--- src/rtl/priority_encoder_stream_if.sv ---
// Handshake bundle for priority_encoder_stream.
// master: request-vector producer / index consumer side; slave: the encoder.
interface priority_encoder_stream_if #(
  parameter int unsigned WIDTH = 4
) ();
  localparam int unsigned IDX_W = $clog2(WIDTH);

  logic             in_valid;
  logic             in_ready;
  logic [WIDTH-1:0] in_vec;
  logic             out_valid;
  logic             out_ready;
  logic [IDX_W-1:0] out_idx;
  logic             out_last;
  logic [IDX_W-1:0] out_beat;
  logic             zero_drop;

  modport master (
    output in_valid, in_vec, out_ready,
    input  in_ready, out_valid, out_idx, out_last, out_beat, zero_drop
  );

  modport slave (
    input  in_valid, in_vec, out_ready,
    output in_ready, out_valid, out_idx, out_last, out_beat, zero_drop
  );
endinterface

--- src/rtl/priority_encoder_stream.sv ---
// priority_encoder_stream: accepts a WIDTH-bit request vector and emits the
// index of every set bit, one per output handshake.
// Optional macro PRIENC_MSB_FIRST_EN: emit indices highest bit first
// (default: lowest bit first).
module priority_encoder_stream #(
  parameter int unsigned WIDTH = 4
) (
  input logic                  clk,
  input logic                  rst,
  priority_encoder_stream_if.slave bus
);
  localparam int unsigned IDX_W = $clog2(WIDTH);

  typedef enum logic [0:0] {
    IDLE = 1'b0,
    SCAN = 1'b1
  } state_t;

  state_t           state;
  logic [WIDTH-1:0] res;
  logic [IDX_W-1:0] beat;
  logic             valid_q;
  logic [IDX_W-1:0] idx_q;
  logic             last_q;
  logic             drop_q;
  logic             ready_q;
  logic [WIDTH-1:0] res_nx;

  // Index of the bit the scan selects next; 0 for an empty vector.
  function automatic logic [IDX_W-1:0] pick(input logic [WIDTH-1:0] v);
    logic [IDX_W-1:0] r;
    r = '0;
`ifdef PRIENC_MSB_FIRST_EN
    for (int i = 0; i < int'(WIDTH); i++) begin
      if (v[i]) r = IDX_W'(i);
    end
`else
    for (int i = int'(WIDTH) - 1; i >= 0; i--) begin
      if (v[i]) r = IDX_W'(i);
    end
`endif
    return r;
  endfunction

  // True when exactly one bit is set.
  function automatic logic single(input logic [WIDTH-1:0] v);
    return (v != '0) && ((v & (v - WIDTH'(1))) == '0);
  endfunction

  // Residual after retiring the currently presented index.
  always_comb begin
    res_nx = res & ~(WIDTH'(1) << idx_q);
  end

  // Scan FSM with registered beat outputs.
  always_ff @(posedge clk or posedge rst) begin
    if (rst) begin
      state   <= IDLE;
      res     <= '0;
      beat    <= '0;
      valid_q <= 1'b0;
      idx_q   <= '0;
      last_q  <= 1'b0;
      drop_q  <= 1'b0;
      ready_q <= 1'b1;
    end else begin
      drop_q <= 1'b0;
      case (state)
        IDLE: begin
          if (bus.in_valid && ready_q) begin
            if (bus.in_vec == '0) begin
              drop_q <= 1'b1;
            end else begin
              res     <= bus.in_vec;
              beat    <= '0;
              valid_q <= 1'b1;
              idx_q   <= pick(bus.in_vec);
              last_q  <= single(bus.in_vec);
              ready_q <= 1'b0;
              state   <= SCAN;
            end
          end
        end
        SCAN: begin
          if (bus.out_ready) begin
            res    <= res_nx;
            beat   <= beat + IDX_W'(1);
            idx_q  <= pick(res_nx);
            last_q <= single(res_nx);
            if (last_q) begin
              valid_q <= 1'b0;
              ready_q <= 1'b1;
              state   <= IDLE;
            end
          end
        end
        default: begin
          state   <= IDLE;
          res     <= '0;
          beat    <= '0;
          valid_q <= 1'b0;
          idx_q   <= '0;
          last_q  <= 1'b0;
          ready_q <= 1'b1;
        end
      endcase
    end
  end

  // Ready is forced low while reset is held.
  assign bus.in_ready  = ready_q & ~rst;
  assign bus.out_valid = valid_q;
  assign bus.out_idx   = idx_q;
  assign bus.out_last  = last_q;
  assign bus.out_beat  = beat;
  assign bus.zero_drop = drop_q;

endmodule

--- src/flat_wrapper.sv ---
// flat-port wrapper written by rule: the top's interface ports become plain ports
module priority_encoder_stream_flat 
#(
  parameter int unsigned WIDTH = 4
)
  (clk, rst, bus_in_valid, bus_in_vec, bus_out_ready, bus_in_ready, bus_out_valid, bus_out_idx, bus_out_last, bus_out_beat, bus_zero_drop);
  priority_encoder_stream_if #(.WIDTH(WIDTH)) bus_i ();
  input logic clk;
  input logic rst;
  input wire logic [$bits(bus_i.in_valid)-1:0] bus_in_valid;
  input wire logic [$bits(bus_i.in_vec)-1:0] bus_in_vec;
  input wire logic [$bits(bus_i.out_ready)-1:0] bus_out_ready;
  output wire logic [$bits(bus_i.in_ready)-1:0] bus_in_ready;
  output wire logic [$bits(bus_i.out_valid)-1:0] bus_out_valid;
  output wire logic [$bits(bus_i.out_idx)-1:0] bus_out_idx;
  output wire logic [$bits(bus_i.out_last)-1:0] bus_out_last;
  output wire logic [$bits(bus_i.out_beat)-1:0] bus_out_beat;
  output wire logic [$bits(bus_i.zero_drop)-1:0] bus_zero_drop;
  assign bus_i.in_valid = bus_in_valid;
  assign bus_i.in_vec = bus_in_vec;
  assign bus_i.out_ready = bus_out_ready;
  assign bus_in_ready = bus_i.in_ready;
  assign bus_out_valid = bus_i.out_valid;
  assign bus_out_idx = bus_i.out_idx;
  assign bus_out_last = bus_i.out_last;
  assign bus_out_beat = bus_i.out_beat;
  assign bus_zero_drop = bus_i.zero_drop;
  priority_encoder_stream #(.WIDTH(WIDTH)) u_core (.clk(clk), .rst(rst), .bus(bus_i));
endmodule
--- config.mk ---
export PLATFORM = sky130hd
export DESIGN_NAME = priority_encoder_stream_flat
export DESIGN_NICKNAME = d
export VERILOG_FILES = /design/src/rtl/priority_encoder_stream_if.sv /design/src/rtl/priority_encoder_stream.sv /design/src/flat_wrapper.sv
export SDC_FILE = /design/constraint.sdc
export NUM_CORES = 1
export LEC_CHECK = 0
export CORE_MARGIN = 4
export CORE_UTILIZATION = 35
export CTS_CLUSTER_DIAMETER = 200
export CTS_CLUSTER_SIZE = 28
export DETAILED_ROUTE_END_ITERATION = 6
export GPL_ROUTABILITY_DRIVEN = 0
export PLACE_DENSITY = 0.63
export SYNTH_ARGS = -nofsm -noshare
export SYNTH_HDL_FRONTEND = slang
export SYNTH_SLANG_ARGS = --single-unit
export TNS_END_PERCENT = 30
--- constraint.sdc ---
create_clock -name clk -period 3.4 [get_ports clk]
set_input_delay 0.51 -clock clk [delete_from_list [all_inputs] [get_ports clk]]
set_output_delay 0.51 -clock clk [all_outputs]
set_load 0.1 [all_outputs]
==> results.rst, run 1 <==
.. list-table::
   :header-rows: 1

   * - Metric
     - Value
   * - Number of nets with antenna violations after routing
     - 0
   * - Clock network latency to the later pin of the worst-skew pair
     - roughly 270 ps
   * - Pin count of the biggest net entering global routing
     - 17
   * - Die Span X
     - 59.2 µm
   * - Mapped cell area
     - 916 µm²
   * - Leading cell types in the layout, fill and taps excluded
     - sky130_fd_sc_hd__o21ai_0 (13), sky130_fd_sc_hd__clkdlybuf4s50_1 (13), sky130_fd_sc_hd__dfrtp_1 (12)
   * - Unrepaired setup endpoints after global routing
     - no
   * - Final setup skew
     - roughly 3.5 ps
   * - Period utilisation layout
     - between 70% and 80%
   * - Post-CTS setup repair buffer count
     - 0
   * - Post-synthesis share of cell area spent on xor and xnor gates
     - under 10%
   * - Die Ht
     - slightly below 60 µm
   * - Global-route wire length before repair
     - 3.07 mm
   * - Clock tree from TritonCTS
     - yes
   * - Worst slew margin relative to its limit
     - 35.2%
   * - I/O pins
     - 16
   * - TritonRoute pass-1 iters
     - 4
   * - Yosys warnings
     - 0
   * - Critical Path Sink Type
     - primary output
   * - Residual DRC count
     - 0
   * - Net count of the mapped netlist
     - between 100 and 150
   * - Clock transition time at the flip-flop clock pins of the worst setup and hold paths
     - approximately 80 ps
   * - Total wire length
     - 1.84 mm
   * - Mux cell area share after synthesis
     - 0%
   * - CTS buffer count
     - 3
   * - Slew of the pin with the lowest slew margin
     - roughly 970 ps
   * - Fraction of the mapped netlist area in compound gates
     - about a quarter
   * - Crit path DAT
     - between 1500 and 2000 ps
   * - Via count of the first global-routing pass
     - 708
   * - Dominant synthesized flop cell
     - sky130_fd_sc_hd__dfrtp_1
   * - H-Tree Level Count
     - 1
   * - Setup_tns
     - 0 ps
   * - Type of element launching the critical path
     - flip-flop
   * - Clk root buf
     - sky130_fd_sc_hd__clkbuf_4
   * - Buffers added on ports
     - 15
   * - Crit path max-delay family
     - buffers and inverters
   * - CP peak stage delay
     - roughly 1200 ps
   * - Simple-gate share of the synthesized area
     - between 20% and 30%
   * - Number of cells on the critical path
     - 1
   * - Standard-cell row count
     - 18
   * - Slowest cell on crit path
     - sky130_fd_sc_hd__clkdlybuf4s50_1
   * - Fillcell total
     - 261
   * - Netlist cell types
     - 37
   * - Instance count along the most critical hold path
     - 1
   * - Adder-Cell Fraction of Synth Area
     - 0%
   * - Pins over their slew limit
     - 0
   * - Maximum count of clock buffers along a single path
     - 2
   * - Total overflow reported by the global router
     - 0
   * - Syn_area_per_cell
     - around 9 µm²
   * - Classification of the worst setup path
     - reg -> out
   * - CP Max Fanout
     - 10
   * - Result of the run
     - completed
   * - Data required, critical path
     - around 2900 ps
   * - Final setup viols
     - 0
   * - Layout Nets
     - about 120
   * - Fmax
     - 0.403 GHz
   * - Initial standard-cell utilization of the core
     - a little under two fifths
   * - Fraction of layout cells with a size suffix above 1
     - around a tenth
   * - Time the final worst path needs with I/O delays and setup
     - about 2500 ps
   * - Iter 0 DRT Violations
     - 21
   * - Main combinational cell family by area after synthesis
     - compound AO/OA/AOI/OAI gates
   * - Number of flops mapped to enable cells by yosys
     - 0
   * - Critical path, cell by cell
     - clkdlybuf4s50_1
   * - Sequential share of the synthesized area
     - a little over a third
   * - Layout area overhead
     - 10.8%
   * - Fraction of synthesis flops using an asynchronous set or reset pin
     - between 90% and 100%
   * - Number of clock sinks
     - 13
   * - Number of maximum-capacitance constraint violations
     - 0
   * - Worst R2R Path Depth
     - 4
   * - Routed via count divided by cell count
     - ~5.3
   * - Cell count after synthesis
     - slightly above 100
   * - # resized after CTS
     - 0
   * - WP buf/inv
     - 1
   * - Final hold viol count
     - 0
   * - Area inside the core boundary
     - between 2000 and 2500 µm²
   * - Worst hold path type
     - reg -> reg
   * - Die ar.
     - between 3000 and 4000 µm²
   * - Vias after detailed routing
     - 751
   * - Global-route usage over all layers
     - 11.4%
   * - Average routed wire per standard cell
     - 13.0 µm
   * - Number of register bits inferred by synthesis
     - 13
   * - Antenna Diode Count
     - 0
   * - Initial antenna violation count
     - 0
   * - Hold buffers post-CTS
     - 0
==> cell usage after synthesis, types with 2 or more instances <==
| master | number | area [µm²] |
|---|---|---|
| sky130_fd_sc_hd__inv_1 | 6 | 22.5 |
| sky130_fd_sc_hd__nand3_1 | 5 | 25.0 |
| sky130_fd_sc_hd__a22o_1 | 4 | 35.0 |
| sky130_fd_sc_hd__and2_1 | 2 | 12.5 |
| sky130_fd_sc_hd__o21ai_0 | 13 | 65.1 |
| sky130_fd_sc_hd__clkbuf_8 | 2 | 27.5 |
| sky130_fd_sc_hd__nand2_1 | 8 | 30.0 |
| sky130_fd_sc_hd__o21a_1 | 2 | 15.0 |
| sky130_fd_sc_hd__buf_6 | 3 | 33.8 |
| sky130_fd_sc_hd__buf_4 | 3 | 22.5 |
| sky130_fd_sc_hd__nor2_1 | 7 | 26.3 |
| sky130_fd_sc_hd__a21oi_1 | 7 | 35.0 |
| sky130_fd_sc_hd__dfrtp_1 | 12 | 300 |
| sky130_fd_sc_hd__nor3_1 | 6 | 30.0 |
==> layout make-up <==
class	instances	area, µm²	area share [%]
multi-input combinational	74	457	45.0
sequential	13	327	32.2
inverter	6	22.5	2.22
clock buffer	4	26.3	2.59
tap	30	37.5	3.70
timing repair buffer	15	145	14.3
==> final timing paths <==
kind | start | end | slack [ps]
min in group asynchronous | rst | u_core.bus.out_beat[0] | 580
max | u_core.bus.out_idx[0] | bus_out_idx[0] | 920
min | u_core.bus.out_valid | u_core.bus.out_valid | 490
max reg2reg | u_core.state | u_core.bus.out_last | 1790
min reg2reg | u_core.bus.out_valid | u_core.bus.out_valid | 490
max in group asynchronous | rst | u_core.ready_q | 2470
==> flip-flops by register name, summed over array words and instances, names as in the netlist <==
signal,flops
u_core.res,4
u_core.bus.out_beat,2
u_core.bus.out_idx,2
u_core.ready_q,1
u_core.bus.out_valid,1
u_core.bus.out_last,1
u_core.state,1
u_core.bus.zero_drop,1
==> kinds of logic after synthesis <==
logic type | Yosys count
AO/OA/AOI/OAI | 35
AND/OR/NAND/NOR | 37
XOR/XNOR | 2
buffers and inverters | 16
flip-flops | 13
==> layer usage <==
| metal | vias to the layer above | GRT usage (%) | share of wire, % |
|---|---|---|---|
| met4 | 0 | 4.85 | 0.76 |
| met1 | 344 | 14.5 | 46 |
| li1 | 383 | - | - |
| met2 | 22 | 19.4 | 48 |
| met3 | 2 | 1.31 | 4.5 |
| met5 | - | 0 | 0 |
==> metrics by stage <==
step | instance area (µm²) | worst slack, ps | utilization (%) | hold slack, ps | cells
floorplan | 916 | 1080 | - | 386 | 103
detailed placement | 988 | 1160 | 39.9 | 475 | 138
finish | 1010 | 916 | 41.0 | 491 | 142
CTS | 1010 | 904 | 41.0 | 494 | 142
global route | 1010 | 840 | 41.0 | 514 | 142
global placement | 988 | 1190 | 39.9 | 472 | 138
Power of run 1 is left out: the tool's default activity adds up to more than one toggle a clock period on the data nets, which glitch-free logic cannot reach.
==> run 2: changes to the inputs <==
PLACE_DENSITY = 0.65   (was 0.63)
clock period = 2.05 ns   (was 3.4 ns; I/O delays follow)
==> run 2 against run 1 <==
Compared with the run above:
- die area stayed put
- setup slack worse by 500 ps
- hold slack got worse by 82 ps
- final cell count grew 2.8%
- critical path depth up 3
- wire length up 8.2%
- register-to-register slack worse by 1400 ps
==> results.rst, run 2 (same netlist as run 1, synthesis figures left out) <==
.. list-table::
   :header-rows: 1

   * - Metric
     - Value
   * - Total wire length
     - 1.99 mm (was 1.84 mm)
   * - Slowest cell on crit path
     - sky130_fd_sc_hd__dfrtp_1 (was sky130_fd_sc_hd__clkdlybuf4s50_1)
   * - Detailed placement HPWL
     - 1.49 mm
   * - Register containing the most flip-flops in the final layout
     - u_core.res (unchanged)
   * - Total overflow reported by the global router
     - 0 (unchanged)
   * - Fmax
     - between 0.6 and 0.7 GHz
   * - Worst hold path type
     - in -> async (was reg -> reg)
   * - Final setup viols
     - 0 (unchanged)
   * - Layout area overhead
     - 14.1% (was 10.8%)
   * - Classification of the worst setup path
     - reg -> reg (was reg -> out)
   * - TritonRoute pass-1 iters
     - 4 (unchanged)
   * - Slew of the pin with the lowest slew margin
     - 540 ps (was 969 ps)
   * - Number of non-filler instances in the completed layout
     - 146 (was 142)
   * - Number of clock sinks
     - 13 (unchanged)
   * - Worst R2R Path Depth
     - 4 (unchanged)
   * - H-Tree Level Count
     - 1 (unchanged)
   * - CP Max Fanout
     - 16 (was 10)
   * - Global-route usage over all layers
     - 12.4% (was 11.4%)
   * - Crit path max-delay family
     - simple AND/OR/NAND/NOR gates (was buffers and inverters)
   * - I/O pins
     - 16 (unchanged)
   * - Type of element launching the critical path
     - flip-flop (unchanged)
   * - Setup_tns
     - 0 ps (unchanged)
   * - Pin count of the biggest net entering global routing
     - 17 (unchanged)
   * - Crit path DAT
     - 1790 ps (was 1970 ps)
   * - Setup slack of the worst register-to-register path
     - 420 ps (was 1790 ps)
   * - Final setup slack of the worst path
     - 416 ps (was 916 ps)
   * - Setup slack after placement
     - 153 ps (was 1160 ps)
   * - # resized after CTS
     - 0 (unchanged)
   * - Pins over their slew limit
     - 0 (unchanged)
   * - Worst slew margin relative to its limit
     - 64.0% (was 35.2%)
   * - Initial standard-cell utilization of the core
     - 37.0% (unchanged)
   * - Number of maximum-capacitance constraint violations
     - 0 (unchanged)
   * - Standard-cell row count
     - 18 (unchanged)
   * - Die Ht
     - 59.2 µm (unchanged)
   * - Number of placed instances with taps included
     - 142 (was 138)
   * - Initial antenna violation count
     - 0 (unchanged)
   * - Number of nets with antenna violations after routing
     - 0 (unchanged)
   * - Data required, critical path
     - 2210 ps (was 2890 ps)
   * - Flip-flop count of the largest register, all copies and words added
     - 4 (unchanged)
   * - Leading cell types in the layout, fill and taps excluded
     - sky130_fd_sc_hd__o21ai_0 (13), sky130_fd_sc_hd__dfrtp_1 (12), sky130_fd_sc_hd__buf_4 (11) (was sky130_fd_sc_hd__o21ai_0 (13), sky130_fd_sc_hd__clkdlybuf4s50_1 (13), sky130_fd_sc_hd__dfrtp_1 (12))
   * - WP buf/inv
     - 0 (was 1)
   * - Clock network latency to the later pin of the worst-skew pair
     - 270 ps (about the same)
   * - Unrepaired setup endpoints after global routing
     - no (unchanged)
   * - CP peak stage delay
     - 580 ps (was 1190 ps)
   * - Final setup skew
     - 4.30 ps (was 3.51 ps)
   * - Final hold viol count
     - 0 (unchanged)
   * - Residual DRC count
     - 0 (unchanged)
   * - Vias after detailed routing
     - 785 (was 751)
   * - Post-CTS setup repair buffer count
     - 0 (unchanged)
   * - Die ar.
     - 3500 µm² (unchanged)
   * - Routed via count divided by cell count
     - 5.38 (was 5.29)
   * - Time the final worst path needs with I/O delays and setup
     - ~1600 ps
   * - Result of the run
     - completed (unchanged)
   * - Post-route core utilization
     - 42.2% (was 41.0%)
   * - Critical path, cell by cell
     - nor3_4 > nand2b_4 > o21ai_2 > o22a_1 (was clkdlybuf4s50_1)
   * - Layout Nets
     - 125 (was 121)
   * - Fraction of layout cells with a size suffix above 1
     - 19.0% (was 9.82%)
   * - Clock tree from TritonCTS
     - yes (unchanged)
   * - End of the worst register-to-register path
     - u_core.bus.out_last (unchanged)
   * - Average routed wire per standard cell
     - 13.6 µm (was 13.0 µm)
   * - Area inside the core boundary
     - 2480 µm² (unchanged)
   * - Die Span X
     - 59.2 µm (unchanged)
   * - Buffers added on ports
     - 15 (unchanged)
   * - Via count of the first global-routing pass
     - 741 (was 708)
   * - Critical Path Sink Type
     - flip-flop (was primary output)
   * - Most common cell after layout, fill and taps aside
     - sky130_fd_sc_hd__o21ai_0
   * - Iter 0 DRT Violations
     - 16 (was 21)
   * - CTS buffer count
     - 3 (unchanged)
   * - Clk root buf
     - sky130_fd_sc_hd__clkbuf_4 (unchanged)
   * - Hold buffers post-CTS
     - 0 (unchanged)
   * - Worst r2r src
     - u_core.state (unchanged)
   * - Global-route wire length before repair
     - 3.33 mm (was 3.07 mm)
   * - Period utilisation layout
     - around four fifths
   * - Maximum count of clock buffers along a single path
     - 2 (unchanged)
   * - Antenna Diode Count
     - 0 (unchanged)
   * - Clock transition time at the flip-flop clock pins of the worst setup and hold paths
     - 70 ps (was 80 ps)
## run 2: how the worst max path moves through the flow
stage / start / to / slack (ps) / depth (start not counted)
floorplan: u_core.bus.out_idx[0] / u_core.bus.out_idx[1] / 40 / 5
global placement: bus_in_vec[2] / u_core.res[1] / 220 / 6
detailed placement: bus_in_vec[2] / u_core.bus.out_last / 150 / 6
finish: u_core.state / u_core.bus.out_last / 420 / 4
CTS: u_core.state / u_core.bus.out_last / 410 / 4
global route: u_core.state / u_core.bus.out_last / 250 / 4
## run 2: final cells by class
type	count	area, µm²
clock buffer	4	26.3
fill	259	1430
inverter	6	22.5
multi-input combinational	74	459
sequential	13	327
tap	30	37.5
timing repair buffer	19	173
## run 2: metrics by stage
stage	hold WS, ps	area [µm²]
after floorplan	184	918
after global placement	475	1020
after detailed placement	473	1020
after CTS	425	1040
after global routing	460	1040
final	409	1040
## run 2: per-layer routing
metal	vias to the layer above	track usage (%)	wire, µm
met2	21	20.7	980
met3	2	3.27	88
met4	0	2.91	17
met1	373	15.9	904
met5	-	0	0
li1	389	-	-
Power of run 2 is left out for the same reason.
